<file path="src/rtl/vga_pmod_rx_pkg.sv">
// Shared types and constants for the TinyVGA PMOD receiver: FSM states,
// PMOD bit positions, counter limits and the CRC-16-CCITT helper.
package vga_pmod_rx_pkg;

   typedef enum logic [1:0] {
      SEARCH,
      MEASURE,
      CONFIRM,
      LOCKED
   } rx_state_e;

   localparam int CNT_W = 11;
   localparam logic [CNT_W-1:0] HCNT_MAX = 11'd2047;

   localparam int PMOD_HSYNC = 7;
   localparam int PMOD_B0    = 6;
   localparam int PMOD_G0    = 5;
   localparam int PMOD_R0    = 4;
   localparam int PMOD_VSYNC = 3;
   localparam int PMOD_B1    = 2;
   localparam int PMOD_G1    = 1;
   localparam int PMOD_R1    = 0;

   localparam logic [15:0] CRC_POLY = 16'h1021;
   localparam logic [15:0] CRC_INIT = 16'hFFFF;

   // MSB-first CRC-16-CCITT update of one byte
   function automatic logic [15:0] crc16_byte(input logic [15:0] crc, input logic [7:0] data);
      logic [15:0] c;
      c = crc;
      for (int i = 7; i >= 0; i--) begin
         if (c[15] ^ data[i]) c = {c[14:0], 1'b0} ^ CRC_POLY;
         else                 c = {c[14:0], 1'b0};
      end
      return c;
   endfunction

endpackage

</file>
<file path="src/rtl/vga_sync_edge_det.sv">
// Sync polarity normalisation and single-cycle assert-edge detection on an
// already-registered sync bit.
module vga_sync_edge_det #(
   parameter bit ACTIVE_LOW = 1'b1
) (
   input  logic clk,
   input  logic reset,
   input  logic sync_in,
   output logic assert_pulse
);

   logic prev_q, prev_d;
   logic cur_active, prev_active;

   // Reset value 0 reads as "asserted" for active-low sync, so no edge fires out of reset
   always_comb begin
      prev_d       = sync_in;
      cur_active   = sync_in ^ ACTIVE_LOW;
      prev_active  = prev_q ^ ACTIVE_LOW;
      assert_pulse = cur_active & ~prev_active;
   end

   always_ff @(posedge clk or posedge reset) begin
      if (reset) prev_q <= 1'b0;
      else       prev_q <= prev_d;
   end

endmodule

</file>
<file path="src/rtl/vga_pmod_rx.sv">
// TinyVGA PMOD receiver: sync decode, mode lock and pixel/colour recovery.
// Define VGA_PMOD_RX_CRC_EN to enable the per-frame CRC on frame_crc.
module vga_pmod_rx
   import vga_pmod_rx_pkg::*;
#(
   parameter int H_START         = 144,
   parameter int H_ACTIVE        = 640,
   parameter int V_START         = 35,
   parameter int V_ACTIVE        = 480,
   parameter int SYNC_ACTIVE_LOW = 1,
   parameter int LOCK_FRAMES     = 2
) (
   input  logic        clk,
   input  logic        reset,
   input  logic [7:0]  pmod_in,
   output logic [9:0]  pix_x,
   output logic [9:0]  pix_y,
   output logic [5:0]  pix_rgb,
   output logic        pix_valid,
   output logic        frame_start,
   output logic        locked,
   output logic        sync_err,
   output logic [10:0] h_total,
   output logic [10:0] v_total,
   output logic [15:0] frame_crc
);

   localparam logic [CNT_W-1:0] H_LO   = CNT_W'(H_START);
   localparam logic [CNT_W-1:0] H_HI   = CNT_W'(H_START + H_ACTIVE);
   localparam logic [CNT_W-1:0] V_LO   = CNT_W'(V_START);
   localparam logic [CNT_W-1:0] V_HI   = CNT_W'(V_START + V_ACTIVE);
   localparam logic [7:0]       LOCK_N = 8'(LOCK_FRAMES);
   localparam bit               ACT_LOW = (SYNC_ACTIVE_LOW != 0);

   logic [7:0]       in_q, in_d;
   logic             hs_edge, vs_edge;
   logic [CNT_W-1:0] hcnt_q, hcnt_d, vcnt_q, vcnt_d;
   logic             h_seen_q, h_seen_d;
   rx_state_e        state_q, state_d;
   logic [CNT_W-1:0] cand_h_q, cand_h_d, cand_v_q, cand_v_d;
   logic             cand_h_vld_q, cand_h_vld_d;
   logic [7:0]       match_cnt_q, match_cnt_d;
   logic [9:0]       pix_x_q, pix_x_d, pix_y_q, pix_y_d;
   logic [5:0]       pix_rgb_q, pix_rgb_d;
   logic             pix_valid_q, pix_valid_d;
   logic             frame_start_q, frame_start_d;
   logic             locked_q, locked_d;
   logic             sync_err_q, sync_err_d;
   logic [CNT_W-1:0] h_total_q, h_total_d, v_total_q, v_total_d;
   logic [11:0]      line_len, frame_len;
   logic             line_done, line_bad, timeout, lock_lost;
   logic             in_h, in_v;

   vga_sync_edge_det #(.ACTIVE_LOW(ACT_LOW)) u_hs_edge (
      .clk          (clk),
      .reset        (reset),
      .sync_in      (in_q[PMOD_HSYNC]),
      .assert_pulse (hs_edge)
   );

   vga_sync_edge_det #(.ACTIVE_LOW(ACT_LOW)) u_vs_edge (
      .clk          (clk),
      .reset        (reset),
      .sync_in      (in_q[PMOD_VSYNC]),
      .assert_pulse (vs_edge)
   );

   // Periods are 12 bits wide so a saturated counter never aliases a real period
   always_comb begin
      in_d      = pmod_in;
      line_len  = {1'b0, hcnt_q} + 12'd1;
      frame_len = {1'b0, vcnt_q} + 12'd1;

      if (hs_edge)                 hcnt_d = '0;
      else if (hcnt_q == HCNT_MAX) hcnt_d = HCNT_MAX;
      else                         hcnt_d = hcnt_q + 11'd1;

      if (vs_edge)                            vcnt_d = '0;
      else if (hs_edge && vcnt_q != HCNT_MAX) vcnt_d = vcnt_q + 11'd1;
      else                                    vcnt_d = vcnt_q;

      h_seen_d  = h_seen_q | hs_edge;
      line_done = hs_edge & h_seen_q;
      line_bad  = line_done && cand_h_vld_q && (line_len != {1'b0, cand_h_q});
      timeout   = (hcnt_d == HCNT_MAX);
   end

   always_comb begin
      state_d       = state_q;
      cand_h_d      = cand_h_q;
      cand_h_vld_d  = cand_h_vld_q;
      cand_v_d      = cand_v_q;
      match_cnt_d   = match_cnt_q;
      h_total_d     = h_total_q;
      v_total_d     = v_total_q;
      locked_d      = locked_q;
      sync_err_d    = 1'b0;

      if (state_q == MEASURE && line_done && !cand_h_vld_q && !line_len[11]) begin
         cand_h_d     = line_len[10:0];
         cand_h_vld_d = 1'b1;
      end

      unique case (state_q)
         SEARCH: begin
            if (vs_edge) state_d = MEASURE;
         end
         MEASURE: begin
            // A frame without any measured line cannot be confirmed; keep measuring
            if (vs_edge && cand_h_vld_d) begin
               cand_v_d    = frame_len[10:0];
               h_total_d   = cand_h_d;
               v_total_d   = frame_len[10:0];
               match_cnt_d = '0;
               state_d     = CONFIRM;
            end
         end
         CONFIRM: begin
            if (vs_edge) begin
               if (frame_len == {1'b0, cand_v_q}) begin
                  match_cnt_d = match_cnt_q + 8'd1;
                  if (match_cnt_d == LOCK_N) begin
                     state_d  = LOCKED;
                     locked_d = 1'b1;
                  end
               end else begin
                  state_d      = MEASURE;
                  cand_h_vld_d = 1'b0;
               end
            end
         end
         LOCKED: begin
         end
      endcase

      lock_lost = (state_q != SEARCH) &&
                  (line_bad || timeout ||
                   (state_q == LOCKED && vs_edge && frame_len != {1'b0, v_total_q}));
      if (lock_lost) begin
         state_d      = SEARCH;
         locked_d     = 1'b0;
         sync_err_d   = 1'b1;
         cand_h_vld_d = 1'b0;
      end

      frame_start_d = vs_edge && (state_d == LOCKED);
   end

   // Coordinates come from the next counter values so they line up with in_q colour
   always_comb begin
      in_h        = (hcnt_d >= H_LO) && (hcnt_d < H_HI);
      in_v        = (vcnt_d >= V_LO) && (vcnt_d < V_HI);
      pix_valid_d = (state_d == LOCKED) && in_h && in_v;
      pix_x_d     = '0;
      pix_y_d     = '0;
      pix_rgb_d   = '0;
      if (pix_valid_d) begin
         pix_x_d   = 10'(hcnt_d - H_LO);
         pix_y_d   = 10'(vcnt_d - V_LO);
         pix_rgb_d = {in_q[PMOD_R1], in_q[PMOD_R0], in_q[PMOD_G1],
                      in_q[PMOD_G0], in_q[PMOD_B1], in_q[PMOD_B0]};
      end
   end

   always_ff @(posedge clk or posedge reset) begin
      if (reset) begin
         in_q          <= '0;
         hcnt_q        <= HCNT_MAX;
         vcnt_q        <= '0;
         h_seen_q      <= 1'b0;
         state_q       <= SEARCH;
         cand_h_q      <= '0;
         cand_h_vld_q  <= 1'b0;
         cand_v_q      <= '0;
         match_cnt_q   <= '0;
         pix_x_q       <= '0;
         pix_y_q       <= '0;
         pix_rgb_q     <= '0;
         pix_valid_q   <= 1'b0;
         frame_start_q <= 1'b0;
         locked_q      <= 1'b0;
         sync_err_q    <= 1'b0;
         h_total_q     <= '0;
         v_total_q     <= '0;
      end else begin
         in_q          <= in_d;
         hcnt_q        <= hcnt_d;
         vcnt_q        <= vcnt_d;
         h_seen_q      <= h_seen_d;
         state_q       <= state_d;
         cand_h_q      <= cand_h_d;
         cand_h_vld_q  <= cand_h_vld_d;
         cand_v_q      <= cand_v_d;
         match_cnt_q   <= match_cnt_d;
         pix_x_q       <= pix_x_d;
         pix_y_q       <= pix_y_d;
         pix_rgb_q     <= pix_rgb_d;
         pix_valid_q   <= pix_valid_d;
         frame_start_q <= frame_start_d;
         locked_q      <= locked_d;
         sync_err_q    <= sync_err_d;
         h_total_q     <= h_total_d;
         v_total_q     <= v_total_d;
      end
   end

   assign pix_x       = pix_x_q;
   assign pix_y       = pix_y_q;
   assign pix_rgb     = pix_rgb_q;
   assign pix_valid   = pix_valid_q;
   assign frame_start = frame_start_q;
   assign locked      = locked_q;
   assign sync_err    = sync_err_q;
   assign h_total     = h_total_q;
   assign v_total     = v_total_q;

`ifdef VGA_PMOD_RX_CRC_EN
   logic [15:0] crc_acc_q, crc_acc_d, frame_crc_q, frame_crc_d;
   logic        frame_ok_q, frame_ok_d;

   // frame_ok marks a frame that began on a LOCKED vsync edge and stayed locked
   always_comb begin
      crc_acc_d   = crc_acc_q;
      frame_crc_d = frame_crc_q;
      frame_ok_d  = frame_ok_q;
      if (pix_valid_d) crc_acc_d = crc16_byte(crc_acc_q, {2'b00, pix_rgb_d});
      if (frame_start_d) begin
         if (frame_ok_q) frame_crc_d = crc_acc_q;
         crc_acc_d  = CRC_INIT;
         frame_ok_d = 1'b1;
      end
      if (state_d != LOCKED) frame_ok_d = 1'b0;
   end

   always_ff @(posedge clk or posedge reset) begin
      if (reset) begin
         crc_acc_q   <= CRC_INIT;
         frame_crc_q <= '0;
         frame_ok_q  <= 1'b0;
      end else begin
         crc_acc_q   <= crc_acc_d;
         frame_crc_q <= frame_crc_d;
         frame_ok_q  <= frame_ok_d;
      end
   end

   assign frame_crc = frame_crc_q;
`else
   assign frame_crc = '0;
`endif

endmodule

</file>
<file path="config.mk">
export PLATFORM = sky130hd
export DESIGN_NAME = vga_pmod_rx
export DESIGN_NICKNAME = d
export VERILOG_FILES = /design/src/rtl/vga_pmod_rx_pkg.sv /design/src/rtl/vga_sync_edge_det.sv /design/src/rtl/vga_pmod_rx.sv
export SDC_FILE = /design/constraint.sdc
export NUM_CORES = 1
export LEC_CHECK = 0
export ABC_AREA = 1
export CAP_MARGIN = 15
export CORE_ASPECT_RATIO = 0.9
export CORE_UTILIZATION = 50
export CTS_CLUSTER_DIAMETER = 30
export DETAILED_ROUTE_END_ITERATION = 8
export PLACE_DENSITY = 0.74
export SYNTH_ARGS = -nofsm -noshare
export SYNTH_HDL_FRONTEND = slang
export SYNTH_HIERARCHICAL = 1
export SYNTH_SLANG_ARGS = --single-unit
export TNS_END_PERCENT = 5
</file>
<file path="constraint.sdc">
create_clock -name clk -period 3.9 [get_ports clk]
set_clock_uncertainty 0.05 [all_clocks]
set_input_delay 0.78 -clock clk [delete_from_list [all_inputs] [get_ports clk]]
set_output_delay 0.78 -clock clk [all_outputs]
set_load 0.03 [all_outputs]
</file>
# ---- Yosys cells after proc, flatten, opt, wreduce, memory -nomap -nowiden
# Index checks and enable logic that the tools add are counted.
dict set report totals {
  out_inout_bits 68
  word_cells 109
  in_bits 10
  regBits 107
}
dict set report classes {
  n_lt_le_gt_ge 4
  reduce_logical 29
  bitwise_logic 6
  mux 30
  add_sub_neg 7
  eq_ne 14
}
# operator count
set op_table {}
lappend op_table {{11-bit 2-to-1 mux} 5}
lappend op_table {{11-bit by 1-bit adder with 12-bit output, second input constant} 2}
lappend op_table {{8-bit 2-to-1 mux} 3}
lappend op_table {{12-bit by 11-bit inequality test with 1-bit output} 2}
lappend op_table {{11-bit by 1-bit adder with 11-bit output, second input constant} 2}
lappend op_table {{11-bit equality test, second input constant} 2}
lappend op_table {{11-bit by 10-bit < comparator with 1-bit output, second input constant} 2}
lappend op_table {{10-bit 2-to-1 mux} 2}
lappend op_table {{8-bit one-hot mux with 2 select lines} 1}
lappend op_table {{1-bit logical AND} 15}
lappend op_table {{12-bit by 11-bit equality test with 1-bit output} 1}
lappend op_table {{2-bit 2-to-1 mux} 6}
lappend op_table {{2-bit nonzero test} 6}
lappend op_table {{11-bit by 6-bit >= comparator with 1-bit output, second input constant} 1}
lappend op_table {{11-bit by 8-bit >= comparator with 1-bit output, second input constant} 1}
lappend op_table {{1-bit 2-to-1 mux} 11}
lappend op_table {{11-bit inequality test, second input constant} 1}
lappend op_table {{10-bit by 6-bit subtractor with 10-bit output, second input constant} 1}
lappend op_table {{10-bit by 8-bit subtractor with 10-bit output, second input constant} 1}
lappend op_table {{8-bit by 1-bit adder with 8-bit output, second input constant} 1}
lappend op_table {{8-bit by 2-bit equality test with 1-bit output, second input constant} 1}
lappend op_table {{4-bit AND reduction} 2}
lappend op_table {{2-bit equality test, second input constant} 3}
lappend op_table {{6-bit 2-to-1 mux} 1}
lappend op_table {{other kinds (11)} 17}

# ---- Longest topological paths before layout
dict set report depth {
  ltp_word 15
  mapped_depth 17
  depth_no_buf 16
}

# ---- Cells and area by module
# Netlist, hierarchy kept.
# module area_each_um2 cells_each seq_area_each_um2 instances
set by_module_without_submodules {}
lappend by_module_without_submodules {vga_pmod_rx 5741.8 700 2641.3 1}
lappend by_module_without_submodules {vga_sync_edge_det 38.8 4 25.0 2}

# ---- Worst setup path before layout
# OpenSTA, ideal clock, no wires.
dict set report synth_path {
  kind {register to register}
  start {reg hcnt_q[0]}
  end {reg pix_x_q[6] (netlist: pix_x[6])}
  arrival_ns 2.567
  setup_time_ns 0.080
  path_stages_with_launch 17
  path_slack_ns 1.203
  period_less_slack_ns 2.697
  required_ns 3.770
  n_path_buf 1
  path_cell_list {dfstp_2 > ha_1 > nand2_1 > nor2_4 > nand3_2 > nand2_1 > nand2_1 > inv_1 > ha_1 > nor3b_1 > nand2_1 > nor2_1 > nor2_1 > nor2_2 > nand3_4 > buf_6 > nor3_2}
}
dict set report synth_between {
  elab_chain_len 12
  word_cells_on_any_way 26
  classes_between {add/sub (3); order compare (2); eq/ne (4); mux (7); reduce/logical (10)}
}
# item line_no
set synth_lines {}
lappend synth_lines {{from (decl)} vga_pmod_rx.sv:37} ;# logic [CNT_W-1:0] hcnt_q, hcnt_d, vcnt_q, vcnt_d;
lappend synth_lines {{from (signal assigned)} vga_pmod_rx.sv:187} ;# hcnt_q <= hcnt_d;
lappend synth_lines {{11-bit by 1-bit adder with 11-bit output or 11-bit equality test (tied branches)} {vga_pmod_rx.sv:76, vga_pmod_rx.sv:75}}
lappend synth_lines {{11-bit 2-to-1 mux *} vga_pmod_rx.sv:75} ;# else if (hcnt_q == HCNT_MAX) hcnt_d = HCNT_MAX;
lappend synth_lines {{11-bit 2-to-1 mux *} vga_pmod_rx.sv:74} ;# if (hs_edge) hcnt_d = '0;
lappend synth_lines {{via hcnt_d[4]} vga_pmod_rx.sv:37}
lappend synth_lines {{11-bit equality test} vga_pmod_rx.sv:85} ;# timeout = (hcnt_d == HCNT_MAX);
lappend synth_lines {{1-bit logical OR (2 in series)} vga_pmod_rx.sv:137} ;# (line_bad || timeout ||
lappend synth_lines {{1-bit logical AND} vga_pmod_rx.sv:136} ;# lock_lost = (state_q != SEARCH) &&
lappend synth_lines {{2-bit 2-to-1 mux} vga_pmod_rx.sv:139} ;# if (lock_lost) begin
lappend synth_lines {{2-bit equality test} vga_pmod_rx.sv:153} ;# pix_valid_d = (state_d == LOCKED) && in_h && in_v;
lappend synth_lines {{1-bit logical AND (2 in series)} vga_pmod_rx.sv:153}
lappend synth_lines {{10-bit 2-to-1 mux *} vga_pmod_rx.sv:157} ;# if (pix_valid_d) begin
lappend synth_lines {{via pix_x_d[6]} vga_pmod_rx.sv:43} ;# logic [9:0] pix_x_q, pix_x_d, pix_y_q, pix_y_d;
lappend synth_lines {{to (signal assigned)} vga_pmod_rx.sv:195} ;# pix_x_q <= pix_x_d;
lappend synth_lines {{to (decl)} vga_pmod_rx.sv:43}
# Mark *: on every way through the listed nets, which the timed path passes. The rest lies on a longest branch.
# A chain may end at the register's enable or synchronous reset.

# ---- Worst setup path after layout
dict set report layout_path {
  start {reg hcnt_q[0]}
  end {reg pix_x_q[9] (netlist: pix_x[9])}
}
# Same word-level chain as after synthesis.

==> reports/metrics.csv <==
stage,metric,value,unit
status,outcome,"complete, no violations",
sta,fmax,310,MHz
routing,dr.pass1.iters,5,
setup_path,crit_arrival,3.44,ns
setup_path,path_buf_inv,1,
grt,grt_max_degree,65,
hold_path,worstHoldStart,in_q[3]$_DFF_PP0_,
routing,met3WireLength,698,um
setup_path,worst-path-max-fanout,27,
sta,finalSetupViolations,0,
setup_path,reg2regPathDepth,15,
routing,drtIter0Drc,312,
yosys,yosys_warnings,6,
clocking,clockRootBuffer,clkbuf_16,
yosys,ys_top_cells_by_area,"dfrtp_1 41%, nand2_1 14%, dfstp_2 5.0%",
setup_path,max_stage_delay,0.59,ns
setup_path,worstPathCellList,ha_1 > nand2_1 > nor2_4 > nand3_2 > nand2_1 > nand2_1 > inv_1 > ha_1 > nor3b_1 > nand2_1 > nor2_1 > nor2_1 > nor2_2 > nand3_4 > nor3_1,
routing,vias,4629,
final_layout,drive_gt1_share,13.6,%
power_and_ir_drop,p_clk_share,26.8,%
routing,post-route-drc-count,0,
setup_path,cp-start-kind,flop,
yosys,yosysUniqueCellTypes,37,
setup_path,cp-end-kind,flop,
routing,detail-route-antenna-nets,0,
sta,relSlewSlack,48.2,%
routing,top_layer,met4,
yosys,ys_seq_area_share,46.2,%
power_and_ir_drop,switchingPower,1.34,mW
placement,preCtsSetupSlack,0.657,ns
placement,gp_congestion,0.923,
die,num_rows,36,
setup_path,reg2reg_from,hcnt_q[0]$_DFF_PP1_,
yosys,synth_seq_cells,107,
clocking,clkSlewWorstSetupHoldPaths,0.08,ns
grt,grtUsageTotal,22.4,%
grt,grt_antenna_before_repair,0,
yosys,yosysTopAreaCellShare,41.3,%
routing,wl_met2,5410,um
sta,finalWorstSetupSlack,0.676,ns
hold_path,hold_depth,0,
final_layout,final_util,61.5,%
power_and_ir_drop,p_seq_share,40.1,%
sta,rsz0062_at_grt,no,
sta,finalSetupTns,0,ns
clocking,post_cts_buffers,0,
power_and_ir_drop,power.total,3.51,mW
yosys,syn_area,0.00582,mm^2
routing,routedWlPerCell,13.4,um
clocking,postCtsHoldBufs,0,
power_and_ir_drop,p_leak,3.32,nW
sta,min_period_over_period,82.7,%
grt,grt_pass1_wl,21200,um
clocking,cts_sinks,107,
clocking,clk_latency,0.36,ns
yosys,synth_enable_flop_cells,0,
placement,dp_cells,909,
die,initial_core_util,52.5,%
setup_path,r2r_slack,0.68,ns
die,fp.dieArea,0.0121,mm^2
power_and_ir_drop,power_density,515,mW/mm^2
setup_path,slowest_stage,dfstp_2,
sta,worstMarginPinSlew,0.777,ns
placement,placed_area,0.00650,mm^2
power_and_ir_drop,p_comb_share,33.0,%
routing,wl_met1,6120,um
setup_path,regToRegEndpoint,pix_x[9]$_DFF_PP0_,
final_layout,fin_area,0.00682,mm^2
grt,grt_remaining_overflow,0,
final_layout,stdcell_count,925,
die,die_y,104,um
final_layout,num-nets-final,786,
routing,avgViaCountPerCell,5.00,
setup_path,worst_path_dominant_cell_family,simple AND/OR/NAND/NOR gates,
final_layout,area_growth,17.1,%
yosys,avgSynthCellArea,8.22,um^2
clocking,cts_tree,done,
clocking,cts_resized,0,
placement,portBuffers,61,
hold_path,hp-class,flop to flop,
die,core,0.0111,mm^2
routing,drt_wl_total,12400,um
clocking,clk_path_buf_depth,2,
power_and_ir_drop,power_switching_share,38.2,%
sta,drv_slew,0,
grt,grt_pass1_vias,4335,
die,fp.dieW,116,um
power_and_ir_drop,peakVddDrop,0.351,mV
yosys,syn-instance-count,708,
yosys,synth_largest_area_cell,dfrtp_1,
setup_path,critPathKind,flop to flop,
hold_path,min_to,u_vs_edge/prev_q$_DFF_PP0_,
setup_path,cp.required,4.12,ns
die,io_pins,78,
sta,hold_slack,0.353,ns
clocking,h-tree-depth,3,
sta,fin_crit,3.22,ns
final_layout,diodes,0,
yosys,async_flop_share,100,%
placement,hpwl,9280,um
yosys,synth_ff_type,dfrtp_1,
sta,hold_viol,0,
setup_path,crit_top_cell,nand2_1,
flow_run,maxCapViolations,0,
power_and_ir_drop,cellInternalPower,2.17,mW
clocking,numCtsBuffers,9,
## worst max path at each step
stage | start | endpoint | slack (ns) | depth (start not counted)
floorplan | reset | cand_h_q[0]$_DFF_PP0_ | 0.33 | 1
global placement | hcnt_q[0]$_DFF_PP1_ | pix_x[9]$_DFF_PP0_ | 0.81 | 15
detailed placement | hcnt_q[0]$_DFF_PP1_ | pix_x[9]$_DFF_PP0_ | 0.66 | 15
CTS | hcnt_q[0]$_DFF_PP1_ | pix_x[7]$_DFF_PP0_ | 0.64 | 15
global route | hcnt_q[0]$_DFF_PP1_ | pix_y[3]$_DFF_PP0_ | 0.30 | 15
finish | hcnt_q[0]$_DFF_PP1_ | pix_x[9]$_DFF_PP0_ | 0.68 | 15
## layer usage
layer / track usage [%] / up-vias
met5: 0 / -
met4: 5.86 / 0
met3: 5.42 / 16
met2: 32.3 / 133
met1: 33.6 / 2159
li1: - / 2321
## cell families (layout without fill, tap and decap cells)
logic type / after synthesis / count (layout) / share of synthesized area, %
buffers and inverters: 114 / 164 / 9.12
adder cells (fa/ha/maj): 8 / 8 / 1.72
AND/OR/NAND/NOR: 409 / 409 / 35.2
XOR/XNOR: 23 / 23 / 3.46
other: 1 / 16 / 0.0644
AO/OA/AOI/OAI: 46 / 46 / 4.24
flip-flops: 107 / 107 / 46.2
## power by group through the flow
stage          Sequential (mW)  Clock (mW)  Combinational, mW
6_report                  1.41       0.941               1.16
5_1_grt                   1.43        1.01               1.29
4_1_cts                   1.41       0.966               1.16
3_5_place_dp              1.43           0               1.16
3_3_place_gp              1.42           0               1.13
2_1_floorplan             1.54           0              0.731
## Yosys cell counts, drive strengths merged (5+ instances only)
cell type / number
nand2: 228
dfrtp: 96
inv: 83
nor2: 69
nand3: 66
o21ai: 34
nor3: 29
buf: 26
xor2: 14
dfstp: 11
nand4: 9
xnor2: 9
ha: 8
a21oi: 6
clkbuf: 5
nand3b: 5
## sequential cells by signal, indices dropped and copies added (netlist names), 2 cells and up
register     count
cand_h_q        11
h_total         11
hcnt_q          11
in_q             8
match_cnt_q      8
pix_rgb          6
pix_x           10
pix_y           10
state_q          2
v_total         11
vcnt_q          11
## worst reg2reg max path: cells and delay by family (launching register included)
kind                       cells  cell delay [ns]
adders and majority gates      2             0.37
buffers and inverters          1             0.17
DFF                            1             0.59
and+or+nand+nor               12             1.97
## cell usage in the layout, fill, tap and decap left out, types with 8 or more instances in the layout
| cell | instances |
|---|---|
| inv_1 | 76 |
| nand3_1 | 56 |
| o21ai_0 | 33 |
| xor2_1 | 14 |
| clkbuf_16 | 9 |
| nor2_1 | 50 |
| nor2_2 | 11 |
| conb_1 | 16 |
| nand2_2 | 9 |
| nand2_1 | 217 |
| nor3_2 | 24 |
| ha_1 | 8 |
| clkdlybuf4s50_1 | 61 |
| dfrtp_1 | 96 |
| nand4_1 | 8 |
| xnor2_1 | 9 |
| dfstp_2 | 11 |
## layout make-up
type / count / area (um^2)
Fill cell: 977 / 4270
Sequential cell: 107 / 2690
Multi-Input combinational cell: 502 / 2650
Timing Repair Buffer: 65 / 653
Inverter: 83 / 317
Clock buffer: 10 / 229
Tap cell: 152 / 190
Clock inverter: 6 / 81.3
No activity file was read; power rests on OpenSTA's default activity.
